## src/rtl/seg7_scanner_pkg.sv

```systemverilog
// Shared types and constants for the seven-segment scanner slice.
package seg7_pkg;

  typedef enum logic {
    SCAN_BLANK = 1'b0,
    SCAN_DRIVE = 1'b1
  } scan_state_t;

  localparam logic [6:0] SEG_BLANK  = 7'h7F;
  localparam int         MAX_DIGITS = 8;

endpackage

```

## src/rtl/seg7_scanner_if.sv

```systemverilog
// Bus between the value producer and the scanner, including the pin-side outputs.
interface seg7_scanner_if #(
    parameter int DIGITS = 8
);
    // No ready path: tick and load are single-cycle qualifiers that the
    // scanner always accepts; value/dp_mask only matter while load is high.
    logic                  tick;
    logic [4*DIGITS-1:0]   value;
    logic                  load;
    logic [DIGITS-1:0]     dp_mask;
    logic                  blank_lz;
    logic [DIGITS-1:0]     anodes;
    logic [6:0]            segments;
    logic                  dp_n;

    modport master (
        output tick, value, load, dp_mask, blank_lz,
        input  anodes, segments, dp_n
    );

    modport slave (
        input  tick, value, load, dp_mask, blank_lz,
        output anodes, segments, dp_n
    );
endinterface

```

## src/rtl/seg7_scanner_hex_to_seg7.sv

```systemverilog
// Combinational hex nibble to active-low gfedcba segment pattern.
module hex_to_seg7 (
    input  logic [3:0] nibble,
    output logic [6:0] seg
);
    always_comb begin
        seg = 7'h7F;
        case (nibble)
            4'h0: seg = 7'h40;
            4'h1: seg = 7'h79;
            4'h2: seg = 7'h24;
            4'h3: seg = 7'h30;
            4'h4: seg = 7'h19;
            4'h5: seg = 7'h12;
            4'h6: seg = 7'h02;
            4'h7: seg = 7'h78;
            4'h8: seg = 7'h00;
            4'h9: seg = 7'h10;
            4'hA: seg = 7'h08;
            4'hB: seg = 7'h03;
            4'hC: seg = 7'h46;
            4'hD: seg = 7'h21;
            4'hE: seg = 7'h06;
            4'hF: seg = 7'h0E;
            default: seg = 7'h7F;
        endcase
    end
endmodule

```

## src/rtl/seg7_scanner.sv

```systemverilog
// Multiplexed common-anode hex display scanner with tear-free frame updates,
// inter-digit blanking and leading-zero suppression.
module seg7_scanner
    import seg7_pkg::*;
#(
    parameter int DIGITS       = 8,
    parameter int BLANK_CYCLES = 2
) (
    input  logic          clk,
    input  logic          reset_n,
    seg7_scanner_if.slave bus,
    output scan_state_t   dbg_state
);
    localparam int              IDX_W      = (DIGITS > 1) ? $clog2(DIGITS) : 1;
    localparam logic [IDX_W-1:0] LAST_IDX  = IDX_W'(DIGITS - 1);
    localparam logic [3:0]      BLANK_INIT = 4'(BLANK_CYCLES);

    logic [4*DIGITS-1:0] shadow, frame;
    logic [DIGITS-1:0]   shadow_dp, frame_dp;
    logic                pending;
    logic [IDX_W-1:0]    idx, idx_nx;
    scan_state_t         state, state_nx;
    logic [3:0]          cnt, cnt_nx;

    logic                accept, wrap;
    logic [3:0]          sel_nib;
    logic                sel_dp, sel_zero, blanked;
    logic [DIGITS-1:0]   zero_from;
    logic [6:0]          seg_dec;
    logic [DIGITS-1:0]   anodes_nx;
    logic [6:0]          seg_nx;
    logic                dp_nx;

    assign dbg_state = state;

    // A tick is honoured while driving, or once the blank interval has run out.
    always_comb begin
        accept   = bus.tick && ((state == SCAN_DRIVE) || (cnt == 4'd0));
        wrap     = accept && (idx == LAST_IDX);
        state_nx = state;
        cnt_nx   = cnt;
        idx_nx   = idx;
        if (accept) begin
            idx_nx   = wrap ? '0 : idx + 1'b1;
            state_nx = SCAN_BLANK;
            cnt_nx   = BLANK_INIT;
        end else if (state == SCAN_BLANK) begin
            if (cnt == 4'd0) state_nx = SCAN_DRIVE;
            else             cnt_nx   = cnt - 4'd1;
        end
    end

    always_ff @(posedge clk or negedge reset_n) begin
        if (!reset_n) begin
            state <= SCAN_BLANK;
            cnt   <= 4'd0;
            idx   <= LAST_IDX;
        end else begin
            state <= state_nx;
            cnt   <= cnt_nx;
            idx   <= idx_nx;
        end
    end

    // Shadow absorbs loads at any time; the frame only changes on the wrap tick.
    always_ff @(posedge clk or negedge reset_n) begin
        if (!reset_n) begin
            shadow    <= '0;
            shadow_dp <= '0;
            frame     <= '0;
            frame_dp  <= '0;
            pending   <= 1'b0;
        end else begin
            if (bus.load) begin
                shadow    <= bus.value;
                shadow_dp <= bus.dp_mask;
            end
            if (wrap) begin
                if (bus.load) begin
                    frame    <= bus.value;
                    frame_dp <= bus.dp_mask;
                end else if (pending) begin
                    frame    <= shadow;
                    frame_dp <= shadow_dp;
                end
                pending <= 1'b0;
            end else if (bus.load) begin
                pending <= 1'b1;
            end
        end
    end

    // zero_from[i]: nibbles i..DIGITS-1 of the frame are all zero.
    always_comb begin
        zero_from             = '0;
        zero_from[DIGITS-1]   = (frame[4*DIGITS-1 -: 4] == 4'h0);
        for (int i = DIGITS - 2; i >= 0; i--) begin
            zero_from[i] = (frame[4*i +: 4] == 4'h0) && zero_from[i+1];
        end
    end

    always_comb begin
        sel_nib  = 4'h0;
        sel_dp   = 1'b0;
        sel_zero = 1'b0;
        for (int i = 0; i < DIGITS; i++) begin
            if (idx == IDX_W'(i)) begin
                sel_nib  = frame[4*i +: 4];
                sel_dp   = frame_dp[i];
                sel_zero = zero_from[i];
            end
        end
    end

    hex_to_seg7 u_dec (
        .nibble (sel_nib),
        .seg    (seg_dec)
    );

    assign blanked = bus.blank_lz && (idx != '0) && sel_zero;

    always_comb begin
        anodes_nx = '1;
        seg_nx    = SEG_BLANK;
        dp_nx     = 1'b1;
        if ((state_nx == SCAN_DRIVE) && !blanked) begin
            anodes_nx = ~(DIGITS'(1) << idx);
            seg_nx    = seg_dec;
            dp_nx     = ~sel_dp;
        end
    end

    always_ff @(posedge clk or negedge reset_n) begin
        if (!reset_n) begin
            bus.anodes   <= '1;
            bus.segments <= SEG_BLANK;
            bus.dp_n     <= 1'b1;
        end else begin
            bus.anodes   <= anodes_nx;
            bus.segments <= seg_nx;
            bus.dp_n     <= dp_nx;
        end
    end
endmodule

```

## src/flat_wrapper.sv

```systemverilog
// flat-port wrapper written by rule: the top's interface ports become plain ports
module seg7_scanner_flat import seg7_pkg::*;
#(
    parameter int DIGITS       = 8,
    parameter int BLANK_CYCLES = 2
)
  (clk, reset_n, dbg_state, bus_tick, bus_value, bus_load, bus_dp_mask, bus_blank_lz, bus_anodes, bus_segments, bus_dp_n);
  seg7_scanner_if #(.DIGITS(DIGITS)) bus_i ();
  input  logic clk;
  input  logic reset_n;
  output scan_state_t dbg_state;
  input wire logic [$bits(bus_i.tick)-1:0] bus_tick;
  input wire logic [$bits(bus_i.value)-1:0] bus_value;
  input wire logic [$bits(bus_i.load)-1:0] bus_load;
  input wire logic [$bits(bus_i.dp_mask)-1:0] bus_dp_mask;
  input wire logic [$bits(bus_i.blank_lz)-1:0] bus_blank_lz;
  output wire logic [$bits(bus_i.anodes)-1:0] bus_anodes;
  output wire logic [$bits(bus_i.segments)-1:0] bus_segments;
  output wire logic [$bits(bus_i.dp_n)-1:0] bus_dp_n;
  assign bus_i.tick = bus_tick;
  assign bus_i.value = bus_value;
  assign bus_i.load = bus_load;
  assign bus_i.dp_mask = bus_dp_mask;
  assign bus_i.blank_lz = bus_blank_lz;
  assign bus_anodes = bus_i.anodes;
  assign bus_segments = bus_i.segments;
  assign bus_dp_n = bus_i.dp_n;
  seg7_scanner #(.DIGITS(DIGITS), .BLANK_CYCLES(BLANK_CYCLES)) u_core (.clk(clk), .reset_n(reset_n), .bus(bus_i), .dbg_state(dbg_state));
endmodule
```

## config.mk

```make
export PLATFORM = sky130hd
export DESIGN_NAME = seg7_scanner_flat
export DESIGN_NICKNAME = d
export VERILOG_FILES = /design/src/rtl/seg7_scanner_pkg.sv /design/src/rtl/seg7_scanner_if.sv /design/src/rtl/seg7_scanner_hex_to_seg7.sv /design/src/rtl/seg7_scanner.sv /design/src/flat_wrapper.sv
export SDC_FILE = /design/constraint.sdc
export NUM_CORES = 1
export LEC_CHECK = 0
export ABC_AREA = 1
export CAP_MARGIN = 20
export CORE_MARGIN = 2
export CORE_UTILIZATION = 55
export CTS_CLUSTER_SIZE = 16
export DETAILED_ROUTE_END_ITERATION = 8
export PLACE_DENSITY_LB_ADDON = 0.08
export SLEW_MARGIN = 25
export SYNTH_ARGS = -nofsm -noshare
export SYNTH_HDL_FRONTEND = slang
export SYNTH_SLANG_ARGS = --single-unit
```

## constraint.sdc

```tcl
create_clock -name clk -period 2.8 [get_ports clk]
set_clock_uncertainty 0.1 [all_clocks]
set_input_delay 0.28 -clock clk [delete_from_list [all_inputs] [get_ports clk]]
set_output_delay 0.28 -clock clk [all_outputs]
set_load 0.03 [all_outputs]
```

# After elaboration in Yosys (flattened, before gate mapping)
# Memories as Yosys holds them, arrays and structs flattened.
# Cells that the tools add are included.
# Widths: inputs -> output; s select.
[totals] regBits=105 rom_bits=112 out_inout_bits=17 memories=1
[op_classes] add_sub_neg=2 n_eq_ne=9 shift=1 mux=40 bitwise_logic=2 reduce_logical=29
[memory_table] name="(no name shown)" words=16 width=7 rd=1 rd_ports_with_merged_regs=0 wr=0 line_no="seg7_scanner_hex_to_seg7.sv:8" rtl="case (nibble)"
[ops] op="$mux 32" n=2
[ops] op="$mux 4" n=11
[ops] op="$logic_not 4->1" n=9
[ops] op="$mux 8" n=3
[ops] op="$mux 1" n=22
[ops] op="$eq 3x3->1 const B" n=4
[ops] op="$logic_and 1x1->1" n=12
[ops] op="$not 8->8" n=1
[ops] op="$shl 1x3->8 const A" n=1
[ops] op="$mux 7" n=1
[ops] op="$eq 3x2->1 const B" n=2
[ops] op="$reduce_and 2->1" n=2
[ops] op="$reduce_bool 2->1" n=2
[ops] op="$sub 4x1->4 const B" n=1
[ops] op="$add 3x1->3 const B" n=1
[ops] op="$eq 3x1->1 const B" n=1
[ops] op="$logic_not 3->1" n=1
[ops] op="$mux 3" n=1
[ops] op="$reduce_bool 3->1" n=1
[ops] op="$ne 2x1->1 const B" n=1
[ops] op="$ne 2x2->1 const B" n=1
[ops] op="$logic_not 1->1" n=1
[ops] op="$logic_or 1x1->1" n=1
[ops] op="$not 1->1" n=1

# Depth between registers and ports, before layout
[depth] depth_word=20 depth_mapped=19 ltp_nobuf=19

# By module
# A second synthesis with hierarchy kept.
[hier_totals] cells_unflattened=549 hier_area_um2=4883.4
[modules_own_cells] module="seg7_scanner" n_inst=1 cells_per_inst=500 area_per_inst_um2=4609.4 seq_area_each_um2=2651.3
[modules_own_cells] module="hex_to_seg7" n_inst=1 cells_per_inst=49 area_per_inst_um2=274.0 seq_area_each_um2=0.0

# Worst setup path after synthesis
# Ideal clock, no wire load.
[synth_timing] path_kind="reg-to-reg" from="reg u_core.idx[1]" to="reg u_core.bus.segments[1]" t_arrival_ns=2.157 required_ns=2.621 setup_slack_ns=0.464 path_stages_with_launch=17 cell_sequence="dfstp_2 > inv_1 > ha_1 > buf_2 > nand2_1 > inv_1 > a21oi_1 > nand2_1 > nand2_1 > nand2_1 > nand2_1 > inv_1 > ha_1 > nand2_1 > nor2_1 > nor2_1 > nand2_1"
[synth_between] elab_chain_len=13 word_cells_on_any_way=31
[synth_rtl] element="start: declaration" line_no="seg7_scanner.sv:21" rtl="logic [IDX_W-1:0] idx, idx_nx;"
[synth_rtl] element="start signal: assignment" line_no="seg7_scanner.sv:61" rtl="idx <= idx_nx;"
[synth_rtl] element="parallel branches: the longest is 12 deep, another holds $mem_v2 16x7"
[synth_rtl] element="$mux 7 (*)" line_no="seg7_scanner.sv:126" rtl="if ((state_nx == SCAN_DRIVE) && !blanked) begin"
[synth_rtl] element="via u_core.seg_nx[1]" line_no="seg7_scanner.sv:31" rtl="logic [6:0] seg_nx;"
[synth_rtl] element="end signal: assignment" line_no="seg7_scanner.sv:140" rtl="bus.segments <= seg_nx;"
[synth_rtl] element="end: declaration" line_no="seg7_scanner_if.sv:23" rtl="output anodes, segments, dp_n"
# Mark *: on every way through the listed nets, which the timed path passes.
# A chain may end at the register's enable or synchronous reset.

# Worst setup path in the final report
[layout_timing] from="reg u_core.idx[0]" to="reg u_core.bus.segments[3]"
# The elaborated chain is that of the path after synthesis.

==> flow_summary.json <==
{
  "postLayoutCoreUtil_pct": 67.7,
  "required_ns": 2.99,
  "die_x_um": 98.0,
  "p_int_w": 0.00344,
  "wl_per_cell_um": 13.4,
  "clockBufferDepth": 2,
  "dp_hpwl_um": 7340,
  "p_seq_share_pct": 38.7,
  "pwr-share-clk_pct": 18.1,
  "worst_path_largest_cell_delay_ns": 0.56,
  "drt-initial-drc-count": 340,
  "synth_area_um2": 4860,
  "netlist_instances": 570,
  "pwr-share-comb_pct": 43.3,
  "numCtsBuffers": 9,
  "p_sw_share_pct": 40.5,
  "cpMostUsedCell": "nand2_1",
  "dieArea_um2": 9600,
  "drc": 0,
  "cts_tree": "built",
  "drtAntennaViolNets": 0,
  "whs_ns": 0.355,
  "wl_met3_um": 418,
  "antennaDiodeCount": 0,
  "vias": 3762,
  "grt_overflow_total": 0,
  "nNetsFinal": 692,
  "wl_met1_um": 4750,
  "ys_types": 29,
  "hold_viol": 0,
  "setup_violations": 0,
  "cts.sinks": 105,
  "yosysMostFrequentCell": "nand2_1",
  "cp_slowest_cell": "dfstp_2",
  "wirelength_um": 10000,
  "ioPinCount": 62,
  "routed.top_layer": "met4",
  "core-area_um2": 8640,
  "antenna_found_initial": 0,
  "place.gp.congestion": 0.878,
  "finalMaxSlewViolations": 0,
  "cp.buffers_inverters": 4,
  "relSlewSlack_pct": 45.5,
  "tightest_slew_ns": 0.816,
  "timing_worst_setup_path_type": "register to register",
  "vias_per_cell": 5.04,
  "yosys_warnings": 0,
  "clk_pin_slew_ns": 0.10,
  "ys.flop_type": "dfrtp_1",
  "synth.top_cell.area_share_pct": 44.3,
  "leakage_nw": 2.92,
  "grt_pass1_vias": 3676,
  "min_period_ns": 2.57,
  "path_delay_family": "simple AND/OR/NAND/NOR gates",
  "rows": 34,
  "maxCapViolCount": 0,
  "crit_chain": "inv_1 -> ha_1 -> nand2_1 -> inv_1 -> a21oi_1 -> nand2_1 -> nand2_1 -> nand2_1 -> nand2_1 -> inv_1 -> ha_1 -> inv_1 -> nand2_1 -> nand3_1 -> nand4_1",
  "syn_area_per_cell_um2": 8.52,
  "initial_core_util_pct": 56.2,
  "syn_to_final_growth_pct": 20.5,
  "ys_ff_latch": 105,
  "peakVddDrop_uv": 411,
  "fin_ws_ns": 0.231,
  "cts-root-buf": "clkbuf_8",
  "cp.arrival_ns": 2.76,
  "synthesis.nets": 629,
  "wl_met2_um": 4590,
  "synthTopCellsByArea": "dfrtp_1 (44%), nand2_1 (18%), dfstp_2 (10%)",
  "synthTopCellsByCount": "nand2_1 (234), dfrtp_1 (86), inv_1 (59)",
  "pre_cts_slack_ns": 0.165,
  "io_buffers": 61,
  "design_area_um2": 5850,
  "placed_area_um2": 5610,
  "async_reset_ff_share_pct": 100,
  "hold_path_class": "input port to asynchronous set/reset pin",
  "outcome": "finished, final reports clean",
  "worst_setup_path_start_kind": "register",
  "htreeDepth": 3,
  "yosys.area.top_type": "dfrtp_1",
  "p_per_area_nw_per_um2": 989,
  "synth_seq_area_share_pct": 54.6,
  "end_kind": "register",
  "crit_fanout": 8,
  "synth_edf_count": 0,
  "clk_latency_ns": 0.37,
  "grt_use_total_pct": 22.7,
  "grt_pass1_wl_um": 17500,
  "clock.fmax_ghz": 0.389,
  "post-route-period-util_pct": 91.7,
  "die_h_um": 98.0,
  "grt_max_degree": 57,
  "drive_gt1_share_pct": 11.4,
  "switching_power_w": 0.00234,
  "drtPass1Iterations": 6
}
layer usage:
metal,vias up,global-route usage (%)
met2,109,35.2
li1,1904,-
met5,-,0
met1,1728,32.1
met3,21,3.65
met4,0,9.51
through the flow:
| step | total power (W) | setup TNS (ns) | instances |
|---|---|---|---|
| after floorplan | 0.00401 | 0 | 570 |
| after global placement | 0.00463 | 0 | 729 |
| after detailed placement | 0.00471 | 0 | 729 |
| after CTS | 0.00577 | 0 | 746 |
| after global routing | 0.00625 | -0.000538 | 746 |
| final | 0.00579 | 0 | 746 |
state kept, by name, summed over array words and instances (netlist names):
signal,cells
u_core.shadow,32
u_core.bus.dp_n,1
u_core.frame,32
u_core.shadow_dp,8
u_core.dbg_state,1
u_core.cnt,4
u_core.bus.anodes,8
u_core.idx,3
u_core.pending,1
u_core.bus.segments,7
u_core.frame_dp,8
cell families (layout without fill, tap and decap cells):
kind of cell / after synthesis / in the layout / synth area share (%)
and+or+nand+nor: 291 / 291 / 24.1
muxes: 16 / 16 / 3.68
AOI/OAI and AO/OA: 64 / 64 / 7.34
adders and majority gates: 14 / 14 / 3.61
buffers and inverters: 80 / 148 / 6.65
DFF: 105 / 105 / 54.6
cell type report:
type / count / area (µm²)
fill: 717 / 2790
sequential: 105 / 2650
multi-input combinational: 385 / 1900
timing repair buffer: 71 / 711
inverter: 61 / 231
clock buffer: 11 / 141
tap: 108 / 135
clock inverter: 5 / 85.1
layout by cell type, fill, tap and decap left out, types with 8 or more instances in the layout:
| cell type | n |
|---|---|
| inv_1 | 59 |
| a21oi_1 | 15 |
| o21ai_0 | 40 |
| dfstp_2 | 19 |
| dfrtp_1 | 86 |
| mux2_2 | 15 |
| ha_1 | 13 |
| clkdlybuf4s50_1 | 60 |
| nand2_1 | 233 |
| nor2_1 | 16 |
| nand3_1 | 21 |
| buf_4 | 8 |
| clkbuf_8 | 10 |
final timing paths:
kind | start | end | slack (ns) | cells past startpoint
max | u_core.idx[0]$_DFFE_PN1P_ | u_core.bus.segments[3]$_DFF_PN1_ | 0.23 | 15
min | reset_n | u_core.shadow[4]$_DFFE_PN0P_ | 0.36 | 2
max reg2reg | u_core.idx[0]$_DFFE_PN1P_ | u_core.bus.segments[3]$_DFF_PN1_ | 0.23 | 15
min reg2reg | u_core.shadow[2]$_DFFE_PN0P_ | u_core.shadow[2]$_DFFE_PN0P_ | 0.37 | 2
max in group asynchronous | reset_n | u_core.bus.segments[6]$_DFF_PN1_ | 1.48 | 3
min in group clk | bus_value[23] | u_core.shadow[23]$_DFFE_PN0P_ | 0.36 | 3
power by group through the flow:
stage          Combinational, W  Clock [W]  Sequential [W]
6_report                0.00250    0.00105         0.00224
5_1_grt                 0.00284    0.00113         0.00229
4_1_cts                 0.00247    0.00107         0.00224
3_5_place_dp            0.00245          0         0.00226
3_3_place_gp            0.00238          0         0.00225
2_1_floorplan           0.00170          0         0.00231
repair_timing:
item	CTS	global route
endpoints found under the hold margin	40	0
setup endpoints to repair	0	5
setup buffers	0	0
hold buffers	1	0
resized for setup	0	2
Note: power is estimated with default switching activity, not from simulation.
